$ cat src/rtl/serializer_pkg.sv
// Shared definitions for the serial link blocks.
// Contents:
//   ser_state_t - shifter state (idle / shifting)
//   cnt_w()     - bit-counter width for a given word width
package serializer_pkg;

  typedef enum logic {
    S_IDLE  = 1'b0,
    S_SHIFT = 1'b1
  } ser_state_t;

  // Width of a counter that indexes every bit of a data_w-bit word.
  function automatic int cnt_w(input int data_w);
    return $clog2(data_w);
  endfunction

endpackage

$ cat src/rtl/ser_hold_buf.sv
// One-entry holding register with a valid/ready write side.
// Ports:
//   clk, reset       - clock, synchronous active-high reset
//   in_valid/in_data - upstream word and its valid
//   in_ready         - buffer empty and not in reset
//   pop              - consumer takes the held word this cycle
//   full, data       - held word and its occupancy flag
//
// Handshake: a word moves when in_valid && in_ready at a rising edge.
// in_ready never depends on in_valid. pop is only meaningful while full,
// and because in_ready is low while full, a write and a pop never land
// on the same edge.
module ser_hold_buf #(
  parameter int DATA_W = 32
) (
  input  logic              clk,
  input  logic              reset,
  input  logic              in_valid,
  output logic              in_ready,
  input  logic [DATA_W-1:0] in_data,
  input  logic              pop,
  output logic              full,
  output logic [DATA_W-1:0] data
);

  logic              full_q, full_d;
  logic [DATA_W-1:0] data_q, data_d;
  logic              push;

  assign in_ready = !full_q && !reset;
  assign push     = in_valid && in_ready;

  always_comb begin
    full_d = full_q;
    data_d = data_q;
    if (push) begin
      full_d = 1'b1;
      data_d = in_data;
    end else if (pop) begin
      full_d = 1'b0;
    end
  end

  always_ff @(posedge clk) begin
    if (reset) begin
      full_q <= 1'b0;
      data_q <= '0;
    end else begin
      full_q <= full_d;
      data_q <= data_d;
    end
  end

  assign full = full_q;
  assign data = data_q;

endmodule

$ cat src/rtl/serializer_nto1_stream.sv
// N-to-1 serializer: accepts DATA_W-bit words on a valid/ready bus and
// streams them one bit per clock, gap-free across back-to-back words.
// Ports:
//   clk, reset          - clock, synchronous active-high reset
//   in_valid/in_ready   - upstream handshake (word moves when both high)
//   in_data             - parallel word
//   ser_out             - serial bit (0 while idle)
//   ser_valid           - ser_out carries a data bit
//   ser_first/ser_last  - first / last bit of the current word
//   busy                - shifting or a word is waiting in the buffer
// Parameters:
//   DATA_W    - word width (2..256)
//   MSB_FIRST - 1: bit DATA_W-1 goes out first; 0: bit 0 goes out first
//
// All ser_* outputs and busy come from flops only. in_ready depends only
// on the holding-buffer flag and reset.
module serializer_nto1_stream
  import serializer_pkg::*;
#(
  parameter int DATA_W    = 32,
  parameter bit MSB_FIRST = 1'b1
) (
  input  logic              clk,
  input  logic              reset,
  input  logic              in_valid,
  output logic              in_ready,
  input  logic [DATA_W-1:0] in_data,
  output logic              ser_out,
  output logic              ser_valid,
  output logic              ser_first,
  output logic              ser_last,
  output logic              busy
);

  localparam int               CNT_W    = cnt_w(DATA_W);
  localparam logic [CNT_W-1:0] CNT_LAST = CNT_W'(DATA_W - 1);

  ser_state_t        state_q, state_d;
  logic [CNT_W-1:0]  cnt_q, cnt_d;
  logic [DATA_W-1:0] shift_q, shift_d;

  logic              hold_full;
  logic [DATA_W-1:0] hold_data;
  logic              hold_pop;

  ser_hold_buf #(
    .DATA_W (DATA_W)
  ) u_hold (
    .clk      (clk),
    .reset    (reset),
    .in_valid (in_valid),
    .in_ready (in_ready),
    .in_data  (in_data),
    .pop      (hold_pop),
    .full     (hold_full),
    .data     (hold_data)
  );

  // Next-state logic. A load always takes the held word, so the buffer
  // is popped on exactly the edges where the shifter is (re)loaded.
  always_comb begin
    state_d  = state_q;
    cnt_d    = cnt_q;
    shift_d  = shift_q;
    hold_pop = 1'b0;
    unique case (state_q)
      S_IDLE: begin
        if (hold_full) begin
          state_d  = S_SHIFT;
          shift_d  = hold_data;
          cnt_d    = '0;
          hold_pop = 1'b1;
        end
      end
      S_SHIFT: begin
        if (cnt_q == CNT_LAST) begin
          if (hold_full) begin
            // Reload on the last bit so the next word follows with no gap.
            shift_d  = hold_data;
            cnt_d    = '0;
            hold_pop = 1'b1;
          end else begin
            state_d = S_IDLE;
            shift_d = '0;
            cnt_d   = '0;
          end
        end else begin
          if (MSB_FIRST) shift_d = shift_q << 1;
          else           shift_d = shift_q >> 1;
          cnt_d = cnt_q + CNT_W'(1);
        end
      end
      default: begin
        state_d = S_IDLE;
      end
    endcase
  end

  always_ff @(posedge clk) begin
    if (reset) begin
      state_q <= S_IDLE;
      cnt_q   <= '0;
      shift_q <= '0;
    end else begin
      state_q <= state_d;
      cnt_q   <= cnt_d;
      shift_q <= shift_d;
    end
  end

  logic out_bit;
  assign out_bit   = MSB_FIRST ? shift_q[DATA_W-1] : shift_q[0];
  assign ser_valid = (state_q == S_SHIFT);
  assign ser_out   = ser_valid && out_bit;
  assign ser_first = ser_valid && (cnt_q == '0);
  assign ser_last  = ser_valid && (cnt_q == CNT_LAST);
  assign busy      = ser_valid || hold_full;

endmodule

$ cat config.mk
export PLATFORM = sky130hd
export DESIGN_NAME = serializer_nto1_stream
export DESIGN_NICKNAME = d
export VERILOG_FILES = /design/src/rtl/serializer_pkg.sv /design/src/rtl/ser_hold_buf.sv /design/src/rtl/serializer_nto1_stream.sv
export SDC_FILE = /design/constraint.sdc
export NUM_CORES = 1
export LEC_CHECK = 0
export CAP_MARGIN = 30
export CORE_MARGIN = 4
export CORE_UTILIZATION = 48
export DETAILED_ROUTE_END_ITERATION = 8
export GPL_ROUTABILITY_DRIVEN = 0
export GPL_TIMING_DRIVEN = 0
export PLACE_DENSITY = 0.8
export SETUP_SLACK_MARGIN = 0.02
export SYNTH_ARGS = -nofsm -noshare
export SYNTH_HDL_FRONTEND = slang
export SYNTH_SLANG_ARGS = --single-unit
$ cat constraint.sdc
create_clock -name clk -period 1.77 [get_ports clk]
set_input_delay 0.531 -clock clk [delete_from_list [all_inputs] [get_ports clk]]
set_output_delay 0.531 -clock clk [all_outputs]
set_load 0.02 [all_outputs]
-- Word level (Yosys, flattened, before mapping)
Index checks and enable logic that the tools add are counted.
W data, S select, Z words.
- equal/unequal tests: 2
- bitwise gates (word level): 1
- reductions and logical operators: 10
- add/sub/neg operators: 1
- mux-type cells: 14
- operator list (cell ; count):
    $mux W32 ; 3
    $pmux W32 S2 ; 1
    $mux W5 ; 2
    $pmux W5 S2 ; 1
    $add A5 B1 Y5 const B ; 1
    $eq A5 B5 Y1 const B ; 1
    $logic_and A1 B1 Y1 ; 5
    $logic_not A5 Y1 ; 1
    $mux W1 ; 5
    $pmux W1 S2 ; 2
    $logic_not A1 Y1 ; 2
    $ne A2 B1 Y1 const B ; 1
    $reduce_bool A2 Y1 ; 1
    $logic_or A1 B1 Y1 ; 1
    $not A1 Y1 ; 1
- output and inout port bits: 6
- input bits: 35
- register bits: 71
- logic and storage cells: 33

-- Longest topological paths before layout
Gate-level depths: netlist of run 1.
- depth in word-level cells: 5
- mapped depth: 8
- depth with buffers taken out: 6

-- Cells and area by module
A second synthesis of run 1 with hierarchy kept.
- cell total of the unflattened synthesis: 370
- area, all modules: 3430.8 µm²
- modules (own cells, without submodules) (module ; area each (µm²) ; cells each ; instances ; sequential area each (µm²)):
    serializer_nto1_stream ; 1908.1 ; 221 ; 1 ; 760.7
    ser_hold_buf ; 1522.7 ; 149 ; 1 ; 660.6

-- Worst setup path before layout of run 1
OpenSTA, ideal clock, no wires.
- path kind: reg-to-output
- start: reg state_q (netlist: ser_valid)
- end: out ser_first
- path slack: -0.100 ns
- arrival: 1.339 ns
- stages on the path, launching flop included: 4
- buffers on the path: 1
- data required time: 1.239 ns
- cells stage by stage: dfxtp_1 -> buf_4 -> nand2_1 -> nor4_1
- longest elaborated chain between the ends: 1
- ends and longest elaborated chain (item ; RTL line ; RTL):
    start: declaration ; serializer_nto1_stream.sv:38 ; ser_state_t state_q, state_d;
    start signal: assignment ; serializer_nto1_stream.sv:105 ; state_q <= state_d;
    $logic_and A1 B1 Y1 ; serializer_nto1_stream.sv:115 ; assign ser_first = ser_valid && (cnt_q == '0);
    end: declaration ; serializer_nto1_stream.sv:30 ; output logic ser_first,
Every way passes these cells.

-- Worst setup path after layout of run 1
- start: reg cnt_q[0]
- end: out ser_last
- longest elaborated chain between the ends: 2
- ends and longest elaborated chain (item ; RTL line ; RTL):
    start: declaration ; serializer_nto1_stream.sv:39 ; logic [CNT_W-1:0] cnt_q, cnt_d;
    start signal: assignment ; serializer_nto1_stream.sv:106 ; cnt_q <= cnt_d;
    $eq A5 B5 Y1 ; serializer_nto1_stream.sv:116 ; assign ser_last = ser_valid && (cnt_q == CNT_LAST);
    $logic_and A1 B1 Y1 ; serializer_nto1_stream.sv:116 ;
    end: declaration ; serializer_nto1_stream.sv:31 ; output logic ser_last,
Every way passes these cells.

==> flow_metrics.tcl, run 1 <==
set metrics [dict create \
    status "finished with violations" \
    violations "setup timing" \
    wire_per_inst_microns 15.0 \
    power_density_nw_per_um2 907 \
    ys.flop_type "dfxtp_1" \
    viasPerCell 5.47 \
    grt_pass1_vias 2512 \
    end_kind "output pin" \
    grt_util_met1_pct 26.1 \
    dp_cells 445 \
    grtUsageMet3_pct 4.90 \
    start_kind "register" \
    crit_required_ns 1.24 \
    path_cells "ha_4, and3_4, ha_4, and2_4, buf_6" \
    num_vias 2653 \
    grt_pass1_wl_microns 11800 \
    irDropWorstVdd_mv 0.540 \
    place_area_sq_um 3390 \
    die_y_microns 85.7 \
    ys_seq_elements 71 \
    maxSlewHeadroom_pct 63.0 \
    slowest_delay_ns 0.36 \
    gr-total-overflow 0 \
    grt_max_degree 11 \
    final_cell_area_sq_um 4150 \
    dpl.hpwl_microns 4310 \
    total_power_mw 3.76 \
    path_class "reg -> out" \
    grt_use_total_pct 20.4 \
    fp.coreArea_sq_um 5890 \
    fillCellCount 430 \
    synth-edff-count 0 \
    drc_errors 0 \
    area_growth_pct 43.2 \
    dp_slack_ns -0.785 \
    cts.htree.levels 3 \
    hp-class "reg -> reg" \
    start_util_pct 49.2 \
    ys_top_cells_by_area "dfxtp_1, a221oi_1, nand2b_1" \
    yosysUniqueCellTypes 28 \
    syn-num-nets 370 \
    synth.avg_cell_area_sq_um 8.75 \
    nNetsFinal 445 \
    grt_use_met2_pct 32.9 \
    finClkSkew_ns 0.00384 \
    routed_wl_microns 7300 \
    max_freq_ghz 0.503 \
    crit_path_top_delay_cell "dfxtp_4" \
    drv_slew 0 \
    ys_seq_area_share_pct 49.1 \
    port_buffers 39 \
    min_period_over_period_pct 112 \
    cts_sinks 71 \
    cp_common_cell "ha_4" \
    drt_iter0_markers 219 \
    layout-drive-gt1-share_pct 28.0 \
    first_pass_iters 4 \
    synth_top_cells_by_count "dfxtp_1, nor2_1, nand2_1, nand2b_1" \
    rows 28 \
    critPathMaxFanout 2 \
    rsz0062_at_grt "yes" \
    path_clk_slew_ns 0.07 \
    antenna_found_initial 0 \
    cts-root-buf "clkbuf_8" \
    dieArea_sq_um 7340 \
    netlist_area_sq_um 2900 \
    postCtsHoldBufs 0 \
    synth_most_common_cell "dfxtp_1" \
    leakagePower_nw 1.63 \
    synthCells 331 \
    setup_viol 33 \
    fin_cells 485 \
    ant_nets 0 \
    cts_made_buffers 9 \
    yosys_warnings 0 \
    yosys.area.top_type_share_pct 49.1 \
    cts_tree "done" \
    hold_slack_ns 0.493 \
    async_reset_ff_share_pct 0 \
    insertion_delay_ns 0.34 \
    hold_violations 0 \
    fin_ws_ns -0.219 \
    clk_path_buf_depth 2 \
    worstPathArrival_ns 1.46 \
    max_cap_violations 0 \
    finalCriticalPeriod_ns 1.99 \
    fp.dieW_microns 85.7 \
    busiest_layer "met2" \
    antennaDiodeCount 0 \
    ios 41 \
    tightest_slew_ns 0.555 \
    synth_top_area_cell "dfxtp_1" \
]
repair_timing:
action	in CTS	in global routing
pin swaps	64	7
gates resized for setup	93	20
setup buffers	7	17
cloned	3	0
endpoints found under the setup margin	38	40
cell families after synthesis:
logic type      Yosys count  share of synthesized area, %
compound gates           70                          16.5
simple gates            152                          25.6
fa+ha+maj                 4                          1.73
buf+inv                  32                          6.35
flops                    71                          49.1
mux                       2                         0.691
where the power goes:
part | switching, mW | internal, mW | leakage [nW]
Clock | 0.559 | 0.619 | 0.0898
Combinational | 0.364 | 0.377 | 0.951
Sequential | 0.106 | 1.74 | 0.587
Total | 1.03 | 2.73 | 1.63
area by class of cell:
| cell class | count | area, sq um | area share [%] |
|---|---|---|---|
| Inverter | 3 | 18.8 | 0.453 |
| Timing Repair Buffer | 65 | 612 | 14.8 |
| Clock buffer | 15 | 176 | 4.25 |
| Sequential cell | 71 | 1430 | 34.5 |
| Multi-Input combinational cell | 228 | 1600 | 38.7 |
| Buffer | 28 | 211 | 5.10 |
| Tap cell | 75 | 93.8 | 2.26 |
worst max-delay path: cells and delay by family (launching register included):
family / cells / cell delay, ns
flip-flops: 1 / 0.36
AND/OR/NAND/NOR: 2 / 0.32
buffers and inverters: 1 / 0.12
adder cells (fa/ha/maj): 2 / 0.32
state kept, by name, summed over array words and instances (netlist names):
name         flops
shift_q         32
u_hold.data     32
ser_valid        1
cnt_q            5
u_hold.full      1
stage by stage:
| stage | TNS [ns] | utilization [%] |
|---|---|---|
| 3_5_place_dp | -13.08 | 57.6 |
| 4_1_cts | -4.29 | 66.9 |
| 5_1_grt | -3.94 | 70.5 |
| 6_report | -2.04 | 70.5 |
| 3_3_place_gp | -10.12 | 57.6 |
| 2_1_floorplan | 0 | - |
layout by cell type, fill, tap and decap left out, types with 3 or more instances in the layout:
cell,instances
a21oi_1,3
a221oi_2,28
a221oi_4,3
buf_2,7
buf_4,28
buf_6,13
clkbuf_1,8
clkbuf_8,13
clkdlybuf4s50_1,33
dfxtp_1,68
ha_4,3
nand2_1,34
nand2b_1,33
nor2_1,38
nor3_1,29
nor3_2,3
nor3b_1,3
o21ai_0,32
final timing paths:
kind	endpoint	cells after the start	from	slack [ns]
worst max register to register	shift_q[3]	8	cnt_q[0]	-0.10
worst min-delay path	u_hold.data[12]	2	u_hold.data[12]	0.49
worst min register to register	u_hold.data[12]	2	u_hold.data[12]	0.49
worst max-delay path	ser_last	5	cnt_q[0]	-0.22
metal layers:
layer,vias up,wire length [microns]
li1,1315,-
met1,1273,3320
met2,55,3550
met3,10,320
met4,0,110
met5,-,0
Note: power is estimated with default switching activity, not from simulation.
==> inputs of run 2 (changes only) <==
- SKIP_CTS_REPAIR_TIMING: not set -> 1
==> run 2 against run 1 <==
The run still ends with setup timing left. Design area is 2.3% lower. Global-route usage down 1.9 points. Wire length fell by 1.8%. Via count fell by 2.5%. Count of clock-buffer cells in the layout unchanged. Non-clock buffer count shrank 15. Clock skew grew 0.0011 ns. First-iteration DRC count is 35% lower. Hold slack lost 0.0022 ns. Sequential share of layout area rose by 0.88 points.
==> flow_metrics.tcl, run 2 (synthesized netlist as in run 1, its figures left out) <==
set metrics [dict create \
    critPathMaxFanout 3 \
    grt_use_total_pct 18.5 \
    rsz0062_at_grt "yes" \
    end_kind "output pin" \
    viasPerCell 5.51 \
    path_clk_slew_ns 0.07 \
    min_period_over_period_pct 112 \
    cts_sinks 71 \
    routed_wl_microns 7170 \
    fin_ws_ns -0.215 \
    irDropWorstVdd_mv 0.505 \
    drc_errors 0 \
    dpl.hpwl_microns 4310 \
    hold_violations 0 \
    antenna_found_initial 0 \
    fp.dieW_microns 85.7 \
    antennaDiodeCount 0 \
    violations "setup timing" \
    fp.coreArea_sq_um 5890 \
    cts_tree "done" \
    first_pass_iters 4 \
    ios 41 \
    cts_made_buffers 9 \
    insertion_delay_ns 0.34 \
    grt_pass1_wl_microns 10700 \
    grtUsageMet3_pct 4.90 \
    maxSlewHeadroom_pct 61.5 \
    finClkSkew_ns 0.00498 \
    hp-class "reg -> reg" \
    tightest_slew_ns 0.578 \
    worstPathArrival_ns 1.45 \
    busiest_layer "met2" \
    die_y_microns 85.7 \
    grt_pass1_vias 2352 \
    utilization_pct 68.8 \
    layout-drive-gt1-share_pct 25.1 \
    dieArea_sq_um 7340 \
    drv_slew 0 \
    rows 28 \
    drt_iter0_markers 143 \
    path_class "reg -> out" \
    clk_path_buf_depth 2 \
    cts.htree.levels 3 \
    setup_viol 33 \
    dp_slack_ns -0.785 \
    grt_util_met1_pct 24.7 \
    gr-total-overflow 0 \
    wire_per_inst_microns 15.2 \
    leakagePower_nw 1.58 \
    area_growth_pct 39.8 \
    crit_required_ns 1.24 \
    cts-root-buf "clkbuf_8" \
    num_vias 2588 \
    ant_nets 0 \
    final_cell_mix "dfxtp_1, nor2_1, nand2_1, clkdlybuf4s50_1" \
    grt_max_degree 11 \
    max_cap_violations 0 \
    start_util_pct 49.2 \
    max_freq_ghz 0.504 \
    grt_use_met2_pct 27.8 \
    status "finished with violations" \
    finalCriticalPeriod_ns 1.98 \
    port_buffers 39 \
    final_common_cell "dfxtp_1" \
    power_density_nw_per_um2 920 \
    start_kind "register" \
    nNetsFinal 430 \
]
[run 2: cell types whose count changed in the layout (fill, tap and decap cells not counted), moves of 2 or more]
cell	previous run	this run
buf_4	28	13
buf_6	13	11
buf_8	2	4
clkbuf_16	0	2
[run 2: power breakdown]
group / internal, mW / switching (mW) / leakage (nW) / total [mW]
clock: 0.619 / 0.562 / 0.0898 / 1.18
sequential: 1.73 / 0.108 / 0.587 / 1.84
combinational: 0.353 / 0.349 / 0.899 / 0.702
[run 2: per-layer routing]
metal  share of wire, %  vias up
li1                   -     1285
met1                 44     1224
met2                 49       64
met3                5.2       15
met4                2.1        0
met5                  0        -
[run 2: critical path, stage by stage, from the launching register on]
cell and delay, ns:
dfxtp_4 0.36, ha_4 0.16, and3_4 0.19, ha_4 0.15, and2_4 0.13, buf_6 0.12
[run 2: layout make-up]
type                       instances  area (sq um)
fill                             441          1840
multi-input combinational        228          1580
sequential                        71          1430
timing repair buffer              49           518
buffer                            29           235
clock buffer                      15           176
tap                               75          93.8
inverter                           3          13.8
[run 2: path summary, 6_finish.rpt]
kind	depth (start not counted)	end	startpoint	slack, ns
worst min-delay path	2	u_hold.data[16]	u_hold.data[16]	0.49
worst min register to register	2	u_hold.data[16]	u_hold.data[16]	0.49
worst max-delay path	5	ser_last	cnt_q[1]	-0.21
worst max register to register	8	shift_q[31]	cnt_q[1]	-0.15
[run 2: per-stage QoR]
step | power (mW) | setup TNS [ns] | area [sq um] | hold WS, ns | std cells
floorplan | 2.19 | 0 | 2910 | 0.449 | 331
global placement | 2.36 | -10.12 | 3390 | 0.465 | 445
detailed placement | 2.38 | -13.08 | 3390 | 0.468 | 445
CTS | 3.54 | -7.68 | 3570 | 0.482 | 460
global route | 3.90 | -5.53 | 4050 | 0.512 | 470
finish | 3.73 | -3.33 | 4050 | 0.490 | 470
